## src/rtl/rgb565_binarize_pkg.sv

```systemverilog
// Shared constants and types for the RGB565 binarization pipeline:
// luma coefficients, RGB565 field positions and the 5/6-bit to 8-bit expansion.
package rgb565_binarize_pkg;

    localparam int unsigned LUMA_COEF_R = 77;
    localparam int unsigned LUMA_COEF_G = 150;
    localparam int unsigned LUMA_COEF_B = 29;
    localparam int unsigned LUMA_SHIFT  = 8;

    localparam int unsigned R_MSB = 15;
    localparam int unsigned R_LSB = 11;
    localparam int unsigned G_MSB = 10;
    localparam int unsigned G_LSB = 5;
    localparam int unsigned B_MSB = 4;
    localparam int unsigned B_LSB = 0;

    typedef struct packed {
        logic [7:0] r;
        logic [7:0] g;
        logic [7:0] b;
    } rgb888_t;

    typedef struct packed {
        logic vsync;
        logic href;
        logic clken;
    } sync_t;

    // Replicating the top bits maps full-scale 5/6-bit values onto 255 exactly.
    function automatic rgb888_t expand_rgb565(input logic [15:0] pix);
        rgb888_t c;
        c.r = {pix[R_MSB:R_LSB], pix[R_MSB -: 3]};
        c.g = {pix[G_MSB:G_LSB], pix[G_MSB -: 2]};
        c.b = {pix[B_MSB:B_LSB], pix[B_MSB -: 3]};
        return c;
    endfunction

endpackage

```

## src/rtl/rgb565_binarize_gray.sv

```systemverilog
// Two-stage RGB565 to 8-bit luma datapath: stage 1 registers the weighted
// channel products, stage 2 registers their sum; gray is the sum's upper byte.
module rgb565_to_gray
    import rgb565_binarize_pkg::*;
(
    input  logic        cmos_pclk,
    input  logic        rst_n,
    input  logic [15:0] pix_in,
    output logic [7:0]  gray
);

    rgb888_t     rgb;
    logic [15:0] prod_r_d, prod_r_q;
    logic [15:0] prod_g_d, prod_g_q;
    logic [15:0] prod_b_d, prod_b_q;
    logic [15:0] sum_d, sum_q;

    always_comb begin
        rgb      = expand_rgb565(pix_in);
        prod_r_d = 16'(LUMA_COEF_R) * 16'(rgb.r);
        prod_g_d = 16'(LUMA_COEF_G) * 16'(rgb.g);
        prod_b_d = 16'(LUMA_COEF_B) * 16'(rgb.b);
        // Coefficients sum to 256, so the total tops out at 65280 and fits 16 bits.
        sum_d    = prod_r_q + prod_g_q + prod_b_q;
    end

    always_ff @(posedge cmos_pclk) begin
        if (!rst_n) begin
            prod_r_q <= '0;
            prod_g_q <= '0;
            prod_b_q <= '0;
            sum_q    <= '0;
        end else begin
            prod_r_q <= prod_r_d;
            prod_g_q <= prod_g_d;
            prod_b_q <= prod_b_d;
            sum_q    <= sum_d;
        end
    end

    assign gray = 8'(sum_q >> LUMA_SHIFT);

endmodule

```

## src/rtl/rgb565_binarize.sv

```systemverilog
// RGB565 binarization stage: luma, per-frame threshold, 3-cycle sync re-timing,
// pixel coordinates and a per-frame white-pixel count.
module rgb565_binarize
    import rgb565_binarize_pkg::*;
#(
    parameter int unsigned X_BITS   = 11,
    parameter int unsigned Y_BITS   = 10,
    parameter int unsigned CNT_BITS = 20
) (
    input  logic                cmos_pclk,
    input  logic                rst_n,
    input  logic                in_vsync,
    input  logic                in_href,
    input  logic                in_clken,
    input  logic [15:0]         in_data,
    input  logic [7:0]          threshold,
    output logic                out_vsync,
    output logic                out_href,
    output logic                out_clken,
    output logic [7:0]          out_gray,
    output logic                out_bin,
    output logic [X_BITS-1:0]   out_x,
    output logic [Y_BITS-1:0]   out_y,
    output logic [CNT_BITS-1:0] white_count,
    output logic                white_count_valid
);

    sync_t               sync1_d, sync1_q;
    sync_t               sync2_d, sync2_q;
    sync_t               sync3_d, sync3_q;
    logic [7:0]          gray_s2;
    logic [7:0]          gray_d, gray_q;
    logic                bin_d, bin_q;
    logic [7:0]          thr_d, thr_q;
    logic                armed_d, armed_q;
    logic                vs_in_prev_d, vs_in_prev_q;
    logic                vs_low_seen_d, vs_low_seen_q;
    logic                vs_out_prev_d, vs_out_prev_q;
    logic                hs_out_prev_d, hs_out_prev_q;
    logic [X_BITS-1:0]   x_d, x_q;
    logic [Y_BITS-1:0]   y_d, y_q;
    logic [CNT_BITS-1:0] acc_d, acc_q;
    logic [CNT_BITS-1:0] white_count_d, white_count_q;
    logic                wc_valid_d, wc_valid_q;

    logic frame_start;
    logic frame_end;
    logic vs_out_rise;
    logic line_end;
    logic pix_valid;

    rgb565_to_gray u_gray (
        .cmos_pclk (cmos_pclk),
        .rst_n     (rst_n),
        .pix_in    (in_data),
        .gray      (gray_s2)
    );

    always_comb begin
        sync1_d.vsync = in_vsync;
        sync1_d.href  = in_href;
        sync1_d.clken = in_clken;
        sync2_d       = sync1_q;
        sync3_d       = sync2_q;

        gray_d = sync2_q.clken ? gray_s2 : gray_q;
        bin_d  = sync2_q.clken ? (gray_s2 >= thr_q) : bin_q;

        // A vsync already high out of reset is not a frame start: a low must be seen first.
        frame_start   = in_vsync & ~vs_in_prev_q & vs_low_seen_q;
        thr_d         = frame_start ? threshold : thr_q;
        armed_d       = armed_q | frame_start;
        vs_in_prev_d  = in_vsync;
        vs_low_seen_d = vs_low_seen_q | ~in_vsync;

        vs_out_prev_d = sync3_q.vsync;
        hs_out_prev_d = sync3_q.href;
        frame_end     = vs_out_prev_q & ~sync3_q.vsync;
        vs_out_rise   = sync3_q.vsync & ~vs_out_prev_q;
        line_end      = hs_out_prev_q & ~sync3_q.href;
        pix_valid     = sync3_q.clken & sync3_q.href;

        x_d = x_q;
        if (line_end) begin
            x_d = '0;
        end else if (pix_valid && (x_q != '1)) begin
            x_d = x_q + 1'b1;
        end

        y_d = y_q;
        if (vs_out_rise) begin
            y_d = '0;
        end else if (line_end && (y_q != '1)) begin
            y_d = y_q + 1'b1;
        end

        acc_d         = acc_q;
        white_count_d = white_count_q;
        wc_valid_d    = 1'b0;
        if (frame_end && armed_q) begin
            white_count_d = acc_q;
            wc_valid_d    = 1'b1;
            acc_d         = '0;
        end else if (armed_q && pix_valid && bin_q && (acc_q != '1)) begin
            acc_d = acc_q + 1'b1;
        end
    end

    always_ff @(posedge cmos_pclk) begin
        if (!rst_n) begin
            sync1_q       <= '0;
            sync2_q       <= '0;
            sync3_q       <= '0;
            gray_q        <= '0;
            bin_q         <= 1'b0;
            thr_q         <= '0;
            armed_q       <= 1'b0;
            vs_in_prev_q  <= 1'b0;
            vs_low_seen_q <= 1'b0;
            vs_out_prev_q <= 1'b0;
            hs_out_prev_q <= 1'b0;
            x_q           <= '0;
            y_q           <= '0;
            acc_q         <= '0;
            white_count_q <= '0;
            wc_valid_q    <= 1'b0;
        end else begin
            sync1_q       <= sync1_d;
            sync2_q       <= sync2_d;
            sync3_q       <= sync3_d;
            gray_q        <= gray_d;
            bin_q         <= bin_d;
            thr_q         <= thr_d;
            armed_q       <= armed_d;
            vs_in_prev_q  <= vs_in_prev_d;
            vs_low_seen_q <= vs_low_seen_d;
            vs_out_prev_q <= vs_out_prev_d;
            hs_out_prev_q <= hs_out_prev_d;
            x_q           <= x_d;
            y_q           <= y_d;
            acc_q         <= acc_d;
            white_count_q <= white_count_d;
            wc_valid_q    <= wc_valid_d;
        end
    end

    assign out_vsync         = sync3_q.vsync;
    assign out_href          = sync3_q.href;
    assign out_clken         = sync3_q.clken;
    assign out_gray          = gray_q;
    assign out_bin           = bin_q;
    assign out_x             = x_q;
    assign out_y             = y_q;
    assign white_count       = white_count_q;
    assign white_count_valid = wc_valid_q;

endmodule
```

## config.mk

```make
export PLATFORM = sky130hd
export DESIGN_NAME = rgb565_binarize
export DESIGN_NICKNAME = d
export VERILOG_FILES = /design/src/rtl/rgb565_binarize_pkg.sv /design/src/rtl/rgb565_binarize_gray.sv /design/src/rtl/rgb565_binarize.sv
export SDC_FILE = /design/constraint.sdc
export NUM_CORES = 1
export LEC_CHECK = 0
export ABC_AREA = 1
export CAP_MARGIN = 10
export CORE_MARGIN = 2
export CORE_UTILIZATION = 30
export DETAILED_ROUTE_END_ITERATION = 6
export MAX_ROUTING_LAYER = met4
export PLACE_DENSITY = 0.59
export SETUP_SLACK_MARGIN = 0.2
export SLEW_MARGIN = 10
export SYNTH_ARGS = -nofsm -noshare
export SYNTH_HDL_FRONTEND = slang
export SYNTH_SLANG_ARGS = --single-unit
```

## constraint.sdc

```tcl
create_clock -name cmos_pclk -period 4.8 [get_ports cmos_pclk]
set_input_delay 0.96 -clock cmos_pclk [delete_from_list [all_inputs] [get_ports cmos_pclk]]
set_output_delay 0.96 -clock cmos_pclk [all_outputs]
set_load 0.05 [all_outputs]
```

# [After elaboration in Yosys (flattened, before gate mapping)]
# Cells that the tools add are included.
[totals] reg_bits=156 input_bits=29 word_cells=64
[classes] add_sub_neg=5 multipliers=3 n_lt_le_gt_ge=1 n_eq_ne=3 n_mux=1 bitwise=14 n_reduce_logical=9
[ops] operator="16-bit adder" n=2
[ops] operator="7-bit by 8-bit multiplier with 15-bit output, first input constant" n=2
[ops] operator="20-bit by 1-bit adder with 20-bit output, second input constant" n=1
[ops] operator="20-bit != test, second input constant" n=1
[ops] operator="5-bit by 8-bit multiplier with 13-bit output, first input constant" n=1
[ops] operator="11-bit by 1-bit adder with 11-bit output, second input constant" n=1
[ops] operator="11-bit != test, second input constant" n=1
[ops] operator="10-bit by 1-bit adder with 10-bit output, second input constant" n=1
[ops] operator="10-bit != test, second input constant" n=1
[ops] operator="8-bit >= comparator" n=1
[ops] operator="1-bit AND" n=6
[ops] operator="1-bit logical AND" n=6
[ops] operator="1-bit inverter" n=6
[ops] operator="2-bit OR reduction" n=3
[ops] operator="1-bit OR" n=2
[ops] operator="1-bit two-way mux" n=1

# [Depth between registers and ports, before layout]
[depth] ltp_word=4 depth_mapped=15

# [Cells and area by module]
# A second synthesis with hierarchy kept.
[unflattened] hier_cells=1314 area_unflattened_um2=9537.9
[modules_own_cells] module="rgb565_to_gray" instances=1 cells_each=723 area_per_inst_um2=5368.9 seq_area_each_um2=1021.0
[modules_own_cells] module="rgb565_binarize" instances=1 cells_each=591 area_per_inst_um2=4169.0 seq_area_each_um2=1841.8

# [Worst setup path before layout]
# No wires, ideal clock.
[synth_path] path_type="input -> register" start="in in_data[12]" end="reg u_gray.prod_r_q[10]" setup_ns=0.121 arrival_time_ns=3.467 path_slack_ns=1.213 path_stages=12 path_buffers=0 cell_sequence="ha_1 -> ha_1 -> inv_1 -> fa_1 -> fa_1 -> inv_1 -> ha_1 -> a21oi_1 -> o21a_1 -> nand2_1 -> o21ai_0 -> a21oi_1"
[synth_via] elab_chain_len=1
[synth_lines] item="start, declared" line="rgb565_binarize.sv:15" rtl="input logic [15:0] in_data,"
[synth_lines] item="7-bit by 8-bit multiplier with 15-bit output" line="rgb565_binarize_gray.sv:20" rtl="prod_r_d = 16'(LUMA_COEF_R) * 16'(rgb.r);"
[synth_lines] item="end signal, assigned" line="rgb565_binarize_gray.sv:34" rtl="prod_r_q <= prod_r_d;"
[synth_lines] item="end, declared" line="rgb565_binarize_gray.sv:13" rtl="logic [15:0] prod_r_d, prod_r_q;"
# Every way passes these cells.
# A chain may end at the register's enable or synchronous reset.

# [Worst setup path after layout]
[layout_path] start="in in_data[7]" end="reg u_gray.prod_g_q[9]"
[layout_via] elab_chain_len=1
[layout_lines] item="7-bit by 8-bit multiplier with 15-bit output" line="rgb565_binarize_gray.sv:21" rtl="prod_g_d = 16'(LUMA_COEF_G) * 16'(rgb.g);"
[layout_lines] item="end signal, assigned" line="rgb565_binarize_gray.sv:35" rtl="prod_g_q <= prod_g_d;"
[layout_lines] item="end, declared" line="rgb565_binarize_gray.sv:14" rtl="logic [15:0] prod_g_d, prod_g_q;"
# Every way passes these cells.

==> metrics.md <==
| Metric | Value |
|---|---|
| Status | `complete, no violations` |
| Arr. time, crit path | `4300 ps` |
| Register bit total from synthesis | `143` |
| CTS Buf Count | `17` |
| Row cnt | `64` |
| Pre-CTS setup slack | `425.2 ps` |
| Top-area cell type share of the netlist area | `30.59%` |
| Setup WS post-layout | `847.6 ps` |
| Hold Crit Start | `sync1_q[1]` |
| Lkg Pwr | `5.293 nW` |
| Htree depth | `4` |
| CTS root buffer | `clkbuf_16` |
| Hold slack | `411.5 ps` |
| Routability Congestion | `0.8736` |
| CTS-repair resized insts | `0` |
| Rel. slew slack | `49.49%` |
| Number of global-route vias before repair | `7603` |
| HP Class | `reg -> reg` |
| Instance count of the mapped netlist | `1246` |
| Final hold violations | `0` |
| Setup bufs post-CTS | `0` |
| Cell taking the most area after synthesis | `dfxtp_1` |
| Ports | `83` |
| CTS hold repair buffers | `0` |
| IO buf count | `82` |
| Synthesized area | `9359 um^2` |
| Die Height | `180.6 um` |
| Synth top area cells | `dfxtp_1 31%, ha_1 16%, nand2_1 11%, inv_1 8.7%, fa_1 7.9%` |
| Minimum clock period after layout | `3952 ps` |
| Syn avg cell area | `7.511 um^2` |
| Initial antenna violation count | `0` |
| Width of the die | `180.6 um` |
| Sequential share of the synthesized area | `30.59%` |
| Clock sink count | `143` |
| First-pass GRT wire length | `36.56 mm` |
| Startpoint types | `input pin` |
| Crit Path Class | `in -> reg` |
| Clk pin slew, worst setup/hold paths | `60 ps` |
| Leading cell type in the layout, fill and taps excluded | `nand2_1` |
| NumNets Final | `1525` |
| Max-Cap Viols | `0` |
| FMAX | `0.2530 GHz` |
| ANT cells | `0` |
| GRT Overall Usage | `13.82%` |
| Pin slew with the least headroom to its limit | `757.6 ps` |
| Sequential Area | `2863 um^2` |
| Worst Path Max Fanout | `4` |
| Syn Nets | `1434` |
| Routed WL | `21.11 mm` |
| Die ar. | `32630 um^2` |
| Final period util | `82.34%` |
| Clock Tree Buf Depth | `2` |
| Peak VDD IR | `244.7 uV` |
| Power density over cell area | `390.4 nW/um^2` |
| Initial drt markers | `390` |
| GRT met2 Usage | `23.07%` |
| Worst Skew | `13.74 ps` |
| Count of final setup violators | `0` |
| CTS tree | `built` |
| Detailed Place HPWL | `16.75 mm` |
| Area taken by multi-input logic gates | `5588 um^2` |
| # DRC | `0` |
| EDFF count, synth | `0` |
| Async SR Flop Fraction | `0%` |
| Worst skew pair latency | `430 ps` |
| Global-route met3 utilization | `2.264%` |
| Layout cell share with drive strength beyond 1 | `5.185%` |
| RSZ-0062 raised after global routing | `no` |
| Starting density of the core | `30.52%` |
| Critical Path RT | `5150 ps` |
| GR Layer Usage met1 | `17.55%` |
| Core area | `30670 um^2` |
| Critical Path End Type | `flop` |
| Post-DRT Antenna Nets | `0` |
| Largest net degree at the start of global routing | `78` |
| Final cell utilization of the core | `36.57%` |
| Via density | `4.456` |
| Fin. max-slew vios | `0` |
| Synth warn | `0` |
| Most frequent cells in the layout | `262 x nand2_1, 217 x inv_1, 143 x dfxtp_1, 126 x nor2_1, 122 x ha_1` |
| Area grow syn2layout | `19.83%` |
| GRT busiest layer | `met2` |
| Critical Path Source | `in_data[7]` |
| GR Overflow Total | `0` |
| Top_reg_cell synth | `dfxtp_1` |
| Wire length per cell | `12.09 um` |
| Number of library cell types mapped by synthesis | `36` |
| Fillers | `3213` |
| Routed vias | `7781` |
| Drt first pass iters | `4` |
| Setup TNS | `0 ps` |
| Reg-to-Reg Start | `u_gray.prod_b_q[10]` |
power by group:
group,switching (mW),total (mW),internal (mW),leakage [nW]
Combinational,1.07,1.70,0.631,3.84
Sequential,0.0714,1.39,1.32,1.17
Clock,0.558,1.29,0.729,0.283
Total,1.70,4.38,2.68,5.29
Yosys cell counts, types with 3 or more instances:
master and count:
xor2_1 16, a21o_1 4, inv_1 217, nor2_4 4
nand2_4 3, dfxtp_1 143, a22o_1 5, fa_1 37
o21ai_0 72, nand4_1 5, nand2_2 5, nand2_1 262
a21oi_2 11, a21oi_1 91, ha_1 122, nor2_1 126
clkbuf_1 13, o21a_1 6, nand3_1 61, xnor2_1 5
nor3_1 14
per-layer routing:
layer  vias up  part of all wire, %
met5         -                    0
met4         0                  1.1
met3        22                  2.7
met2       119                   48
met1      3492                   48
li1       4148                    -
cell families after synthesis:
family | share of synthesized area (%)
flops | 30.59
compound gates | 11.63
fa+ha+maj | 24.22
simple gates | 21.88
buf+inv | 9.706
xor+xnor | 1.965
final cells by class:
class | count | share of cell area [%]
multi-input combinational | 867 | 49.83
tap | 396 | 4.418
clock buffer | 17 | 3.793
sequential | 143 | 25.53
inverter | 219 | 7.330
clock inverter | 15 | 1.361
timing repair buffer | 89 | 7.743
critical path: stages:
cell and delay [ps]:
clkdlybuf4s50_1 520, ha_1 350, ha_1 280, inv_1 50
fa_1 500, fa_1 510, inv_1 40, ha_1 330
a21oi_1 240, o21ai_0 160, nor2_1 140, o21ai_0 80
a21oi_1 150
state kept, by name, summed over array words and instances, names as in the netlist, 2 cells and up:
signal           cells
out_y               10
u_gray.prod_r_q     15
u_gray.prod_g_q     15
acc_q               20
u_gray.sum_q         8
thr_q                8
sync2_q              3
sync1_q              2
white_count         20
out_x               11
out_gray             8
u_gray.prod_b_q     13
worst paths after layout:
kind / cells after the start / slack [ps] / to
min reg2reg: 2 / 410 / sync2_q[1]
max: 13 / 850 / u_gray.prod_g_q[9]
max reg2reg: 10 / 2660 / u_gray.sum_q[15]
min: 2 / 410 / sync2_q[1]
stage by stage:
step	area (um^2)	cells	total power [mW]
floorplan	9359	1246	2.684
finish	11210	1746	4.378
detailed placement	10640	1714	3.113
global placement	10640	1714	3.090
global route	11210	1746	4.755
CTS	11210	1746	4.426
(Power assumes the default switching activity.)
